File: src/rtl/m68k_bus_arbiter_if.sv
// Handshake and bus-ownership signals between the Pi-side bus state machine,
// the external 68K bus master pins and the arbiter.
interface m68k_bus_arbiter_if;
  logic       op_req;
  logic       cyc_idle;
  logic       br_n;
  logic       bgack_n;
  logic       bg_n;
  logic       pi_go;
  logic       bus_release;
  logic [1:0] owner;

  // Arbiter side: samples requests and cycle status, drives grant and release.
  modport master (
    input  op_req,
    input  cyc_idle,
    input  br_n,
    input  bgack_n,
    output bg_n,
    output pi_go,
    output bus_release,
    output owner
  );

  // Environment side: bus state machine and external master pins.
  modport slave (
    output op_req,
    output cyc_idle,
    output br_n,
    output bgack_n,
    input  bg_n,
    input  pi_go,
    input  bus_release,
    input  owner
  );
endinterface

File: src/rtl/m68k_bus_arbiter.sv
// 68K bus arbiter: shares the bus between the Pi-side bus state machine and
// an external bus master using the BR/BG/BGACK handshake. After the external
// master gives the bus back, the Pi is owed one cycle before the next grant.
module m68k_bus_arbiter (
  input  logic                c7m,
  input  logic                op_reqrst,
  m68k_bus_arbiter_if.master  bus
);

  typedef enum logic [1:0] {
    OWN     = 2'b00,
    GRANT   = 2'b01,
    EXT     = 2'b10,
    RECLAIM = 2'b11
  } state_e;

  state_e     state_q, state_d;
  logic       br_meta_q, br_meta_d;
  logic       br_s_q, br_s_d;
  logic       bgack_meta_q, bgack_meta_d;
  logic       bgack_s_q, bgack_s_d;
  logic [5:0] timer_q, timer_d;
  logic       slot_owed_q, slot_owed_d;
  logic       cyc_idle_q, cyc_idle_d;
  logic       bg_n_q, bg_n_d;
  logic       bus_release_q, bus_release_d;

  logic       grantable;
  logic       pi_go_c;
  logic       pi_start;

  // Synchroniser chains for the asynchronous master pins, plus the previous
  // cyc_idle sample used to spot the start of a Pi cycle.
  always_comb begin
    br_meta_d    = bus.br_n;
    br_s_d       = br_meta_q;
    bgack_meta_d = bus.bgack_n;
    bgack_s_d    = bgack_meta_q;
    cyc_idle_d   = bus.cyc_idle;
  end

  // The Pi may only be skipped when it is not owed a slot or has nothing to do.
  assign grantable = !slot_owed_q || !bus.op_req;

  // Next-state, timer, owed-slot and output decode.
  always_comb begin
    state_d     = state_q;
    timer_d     = timer_q;
    slot_owed_d = slot_owed_q;
    pi_go_c     = 1'b0;
    pi_start    = 1'b0;

    case (state_q)
      OWN: begin
        // Hold the Pi in S1 while a grant or takeover is pending so no new
        // cycle starts under the external master.
        pi_go_c  = !((!br_s_q && grantable) || !bgack_s_q);
        pi_start = pi_go_c && bus.op_req && cyc_idle_q && !bus.cyc_idle;
        if (pi_start) begin
          slot_owed_d = 1'b0;
        end
        // Ownership only changes between cycles; an unsolicited BGACK beats BR.
        if (!bgack_s_q && bus.cyc_idle) begin
          state_d = EXT;
        end else if (!br_s_q && grantable && bus.cyc_idle) begin
          state_d = GRANT;
          timer_d = '0;
        end
      end

      GRANT: begin
        timer_d = timer_q + 6'd1;
        // Give up the grant if the master withdraws BR or never acknowledges.
        if (!bgack_s_q) begin
          state_d = EXT;
        end else if (br_s_q) begin
          state_d = OWN;
        end else if (timer_q == 6'd63) begin
          state_d = OWN;
        end
      end

      EXT: begin
        if (bgack_s_q) begin
          state_d = RECLAIM;
        end
      end

      RECLAIM: begin
        // One turnaround clock with drivers still off, then the Pi is owed a slot.
        state_d     = OWN;
        slot_owed_d = 1'b1;
      end

      default: begin
        state_d = OWN;
      end
    endcase

    // Outputs registered from the next state so they change cleanly with owner.
    bg_n_d        = (state_d != GRANT);
    bus_release_d = (state_d == EXT) || (state_d == RECLAIM);
  end

  // All state, asynchronously forced to the Pi-owns-bus condition on reset.
  always_ff @(posedge c7m or posedge op_reqrst) begin
    if (op_reqrst) begin
      state_q       <= OWN;
      br_meta_q     <= 1'b1;
      br_s_q        <= 1'b1;
      bgack_meta_q  <= 1'b1;
      bgack_s_q     <= 1'b1;
      timer_q       <= '0;
      slot_owed_q   <= 1'b0;
      cyc_idle_q    <= 1'b1;
      bg_n_q        <= 1'b1;
      bus_release_q <= 1'b0;
    end else begin
      state_q       <= state_d;
      br_meta_q     <= br_meta_d;
      br_s_q        <= br_s_d;
      bgack_meta_q  <= bgack_meta_d;
      bgack_s_q     <= bgack_s_d;
      timer_q       <= timer_d;
      slot_owed_q   <= slot_owed_d;
      cyc_idle_q    <= cyc_idle_d;
      bg_n_q        <= bg_n_d;
      bus_release_q <= bus_release_d;
    end
  end

  assign bus.owner       = state_q;
  assign bus.bg_n        = bg_n_q;
  assign bus.bus_release = bus_release_q;
  assign bus.pi_go       = pi_go_c;

endmodule

File: src/flat_wrapper.sv
// flat-port wrapper written by rule: the top's interface ports become plain ports
module m68k_bus_arbiter_flat 
  (c7m, op_reqrst, bus_op_req, bus_cyc_idle, bus_br_n, bus_bgack_n, bus_bg_n, bus_pi_go, bus_bus_release, bus_owner);
  m68k_bus_arbiter_if bus_i ();
  input  logic c7m;
  input  logic op_reqrst;
  input wire logic [$bits(bus_i.op_req)-1:0] bus_op_req;
  input wire logic [$bits(bus_i.cyc_idle)-1:0] bus_cyc_idle;
  input wire logic [$bits(bus_i.br_n)-1:0] bus_br_n;
  input wire logic [$bits(bus_i.bgack_n)-1:0] bus_bgack_n;
  output wire logic [$bits(bus_i.bg_n)-1:0] bus_bg_n;
  output wire logic [$bits(bus_i.pi_go)-1:0] bus_pi_go;
  output wire logic [$bits(bus_i.bus_release)-1:0] bus_bus_release;
  output wire logic [$bits(bus_i.owner)-1:0] bus_owner;
  assign bus_i.op_req = bus_op_req;
  assign bus_i.cyc_idle = bus_cyc_idle;
  assign bus_i.br_n = bus_br_n;
  assign bus_i.bgack_n = bus_bgack_n;
  assign bus_bg_n = bus_i.bg_n;
  assign bus_pi_go = bus_i.pi_go;
  assign bus_bus_release = bus_i.bus_release;
  assign bus_owner = bus_i.owner;
  m68k_bus_arbiter u_core (.c7m(c7m), .op_reqrst(op_reqrst), .bus(bus_i));
endmodule
File: config.mk
export PLATFORM = sky130hd
export DESIGN_NAME = m68k_bus_arbiter_flat
export DESIGN_NICKNAME = d
export VERILOG_FILES = /design/src/rtl/m68k_bus_arbiter_if.sv /design/src/rtl/m68k_bus_arbiter.sv /design/src/flat_wrapper.sv
export SDC_FILE = /design/constraint.sdc
export NUM_CORES = 1
export LEC_CHECK = 0
export ABC_AREA = 1
export CAP_MARGIN = 20
export CORE_MARGIN = 4
export CORE_UTILIZATION = 54
export DETAILED_ROUTE_END_ITERATION = 10
export PLACE_DENSITY = 0.86
export SLEW_MARGIN = 20
export SYNTH_ARGS = -nofsm -noshare
export SYNTH_HDL_FRONTEND = slang
export SYNTH_SLANG_ARGS = --single-unit
File: constraint.sdc
create_clock -name c7m -period 3.3 [get_ports c7m]
set_input_delay 0.495 -clock c7m [delete_from_list [all_inputs] [get_ports c7m]]
set_output_delay 0.495 -clock c7m [all_outputs]
set_load 0.02 [all_outputs]
==> run summary <==
The worst-path maximum fanout came out at 3. The global-route wire length before repair came out at approximately 2.4 mm. The flow ran to the end, and the final reports show no timing, DRC or antenna violations.

The growth of design area from synthesis to finish is 19.7%. Setup repair after global routing left no endpoint under its margin. After floorplanning, the core was divided into 13 placement rows. The post-synthesis sequential area ratio is a little under three fifths. The mean cell area of the mapped netlist is between 9 and 10 µm². The count of state elements after synthesis came out at 16. The width of the die came out at roughly 45 µm.

Yosys attributes the largest share of cell area to sky130_fd_sc_hd__dfrtp_1, sky130_fd_sc_hd__dfstp_2, sky130_fd_sc_hd__nand2_1. The worst setup path category is input port to primary output. The path class of the tightest hold or removal check is flip-flop to flip-flop.

The number of different library cells used by synthesis comes to 21. The worst setup path is launched from an input port. Clock latency on the worst-skew pair, taken at its later pin, is 290 ps.

The critical path goes through clkdlybuf4s50_1 > a21oi_2 > nor3_4 > clkdlybuf4s50_1. The number of nets produced by synthesis is 88. The number of global-route vias before repair is 549. Max-cap violations in this run came to 0. The cell with the largest stage delay on the worst path is sky130_fd_sc_hd__clkdlybuf4s50_1.

CTS placed an instance of sky130_fd_sc_hd__clkbuf_4 at the clock tree root. Setup violations remaining at the end of the flow were counted as 0. The most frequent standard cell in the layout excluding fill and tap cells is sky130_fd_sc_hd__nand2_1. The final wirelength is 1.33 mm. The post-synthesis instance total came out at about 80. The core box area came out at 1300 µm². The count of buffers inserted at the top-level ports is 10. The total leakage power came out at 0.000428 µW. The number of max-slew violations in the final report came out at 0. IR analysis of the VDD net gives a maximum drop of around 0.54 mV. The period utilization is between 70% and 80%. The clock sink count is 16. The biggest area contributor in the post-synthesis netlist is sky130_fd_sc_hd__dfrtp_1. Headroom to the max-slew limit came out at approximately three fifths. During synthesis, Yosys emitted a total of 0 warnings.

The H-tree depth is 1. The pin count of the biggest net entering global routing came out at 17. After clock tree synthesis, the repair step resized 0 gates. The maximum clock insertion buffer count is 2. The count of non-filler cells in the finished layout is 110. The total grt overflow is 0. The slew at the pin closest to its max-slew limit came out at 578 ps. The initial standard-cell utilization of the core came out at between 50% and 60%. Of the post-synthesis cell area, the dominant cell type holds between 30% and 40%.

The setup total negative slack came out at 0 ps. Counting stages on the worst path, the most repeated cell is sky130_fd_sc_hd__clkdlybuf4s50_1. The time the final worst path needs with I/O delays and setup came out at 2360 ps. The last weighted congestion value of the routability-driven placer came out at around 0.78. The buffer count from post-CTS setup fixing is 0. The count of vias placed by the detailed router is approximately 580. The die covers between 2000 and 2500 µm². The number of nets in the finished design is a little over 100. The post-route netlist has between 20% and 30% of its cells at a drive strength greater than 1. The critical path data arrival time came out at ~1900 ps.

The clock edge transition at the registers on the reported setup and hold paths came out at roughly 80 ps. The power per standard cell area came out at ~710 nW/µm². The fmax came out at 424 MHz. The largest incremental delay on the critical path is approximately 630 ps. Dividing the detail-routed via count by the number of cells gives ~5.3. The die is ~45 µm tall. The area of the mapped netlist came out at ~740 µm². Across all hold checks on the routed design, the worst slack comes to about 360 ps.

The number of antenna-violating nets in the routed design is 0. The I/O pin total came out at 11. For the worst setup path, the data required time is between 2000 and 3000 ps. The detailed router's first-iteration violation count is 9.

The HPWL after detailed placement is 1.05 mm. The number of antenna violations at the first check in global routing came out at 0. The clock arrives with between 9 and 10 ps of skew. In the routed design, unresolved DRC markers number 0. The CTS tree is done.

The number of instances in the placed design is 106. For this run, the total global-route usage over all layers was measured as between 15 and 20%. The number of iterations in the first detailed-routing pass came out at 4. The number of buffers inserted by hold repair at cts is 0. In this run, CTS created clock tree buffers numbering 3.

The final number of hold-violating endpoints came out at 0. The detail-routed net length per standard cell is roughly 12 µm. In the layout the commonest cells are sky130_fd_sc_hd__nand2_1, sky130_fd_sc_hd__clkdlybuf4s50_1, sky130_fd_sc_hd__dfrtp_1, sky130_fd_sc_hd__inv_1, sky130_fd_sc_hd__dfstp_2. STA classifies the critical path endpoint as a primary output. The final antenna diode count came out at 0.
-- worst max-delay path: cells and delay by family --
family | cells | cell delay (ps)
compound gates | 1 | 90
simple gates | 1 | 140
buf+inv | 2 | 1130
-- area by class of cell --
type                            instances  area, µm²
Inverter                                8       30.0
Clock buffer                            4       26.3
Multi-Input combinational cell         57        300
Sequential cell                        16        408
Fill cell                             105        418
Timing Repair Buffer                   10        100
Tap cell                               15       18.8
-- cell families after synthesis --
family | after synthesis | share of synthesized area (%)
compound gates | 8 | 7.63
fa+ha+maj | 1 | 1.69
buf+inv | 8 | 4.07
simple gates | 48 | 31.4
flops | 16 | 55.3
-- flip-flops by register name (all words and copies together) (netlist names) --
| name | cells |
|---|---|
| u_core.bus.owner | 2 |
| u_core.slot_owed_q | 1 |
| u_core.bus.bus_release | 1 |
| u_core.bgack_s_q | 1 |
| u_core.timer_q | 6 |
| u_core.bgack_meta_q | 1 |
| u_core.cyc_idle_q | 1 |
| u_core.br_s_q | 1 |
| u_core.br_meta_q | 1 |
| u_core.bus.bg_n | 1 |
-- Yosys cell counts --
cell                       number
sky130_fd_sc_hd__a21oi_1        1
sky130_fd_sc_hd__a21oi_2        1
sky130_fd_sc_hd__and3b_1        1
sky130_fd_sc_hd__dfrtp_1       10
sky130_fd_sc_hd__dfstp_2        6
sky130_fd_sc_hd__ha_1           1
sky130_fd_sc_hd__inv_1          6
sky130_fd_sc_hd__inv_2          2
sky130_fd_sc_hd__nand2_1       31
sky130_fd_sc_hd__nand3_1        5
sky130_fd_sc_hd__nand3_2        2
sky130_fd_sc_hd__nand4_1        1
sky130_fd_sc_hd__nor2_1         2
sky130_fd_sc_hd__nor2_2         2
sky130_fd_sc_hd__nor3_4         1
sky130_fd_sc_hd__o211ai_1       1
sky130_fd_sc_hd__o211ai_2       1
sky130_fd_sc_hd__o21ai_0        3
sky130_fd_sc_hd__o21bai_1       1
sky130_fd_sc_hd__or2_1          2
sky130_fd_sc_hd__or2_2          1
-- where the power goes --
part	internal [µW]	switching, µW	total (µW)	leakage [µW]
registers	241	35.6	277	0.000192
logic	100	146	246	0.000221
clock network	47.0	60.9	108	0.0000150
-- through the flow --
stage	worst slack, ps	instance area [µm²]	total power (µW)	utilization (%)
final	942	883	630	67.9
after floorplan	1800	738	439	-
after detailed placement	951	857	528	65.9
after global routing	884	883	680	67.9
after CTS	951	883	637	67.9
after global placement	1010	857	516	65.9
-- routing by layer --
layer | part of all wire, % | track usage (%) | vias up
li1 | - | - | 293
met1 | 43 | 19.9 | 267
met2 | 50 | 28.2 | 15
met3 | 4.7 | 4.78 | 4
met4 | 2.7 | 10.5 | 0
met5 | 0 | 0 | -
-- final timing paths --
check,start,endpoint,slack [ps],depth (start not counted)
worst min-delay path,u_core.bgack_meta_q,u_core.bgack_s_q,360,0
worst max-delay path,bus_op_req,bus_pi_go,940,4
worst min register to register,u_core.bgack_meta_q,u_core.bgack_s_q,360,0
worst max register to register,u_core.bgack_s_q,u_core.timer_q[0],2080,5
max in group asynchronous,op_reqrst,u_core.bus.owner[0],2360,2
min in group asynchronous,op_reqrst,u_core.bus.owner[1],550,2
(Power assumes the default switching activity.)
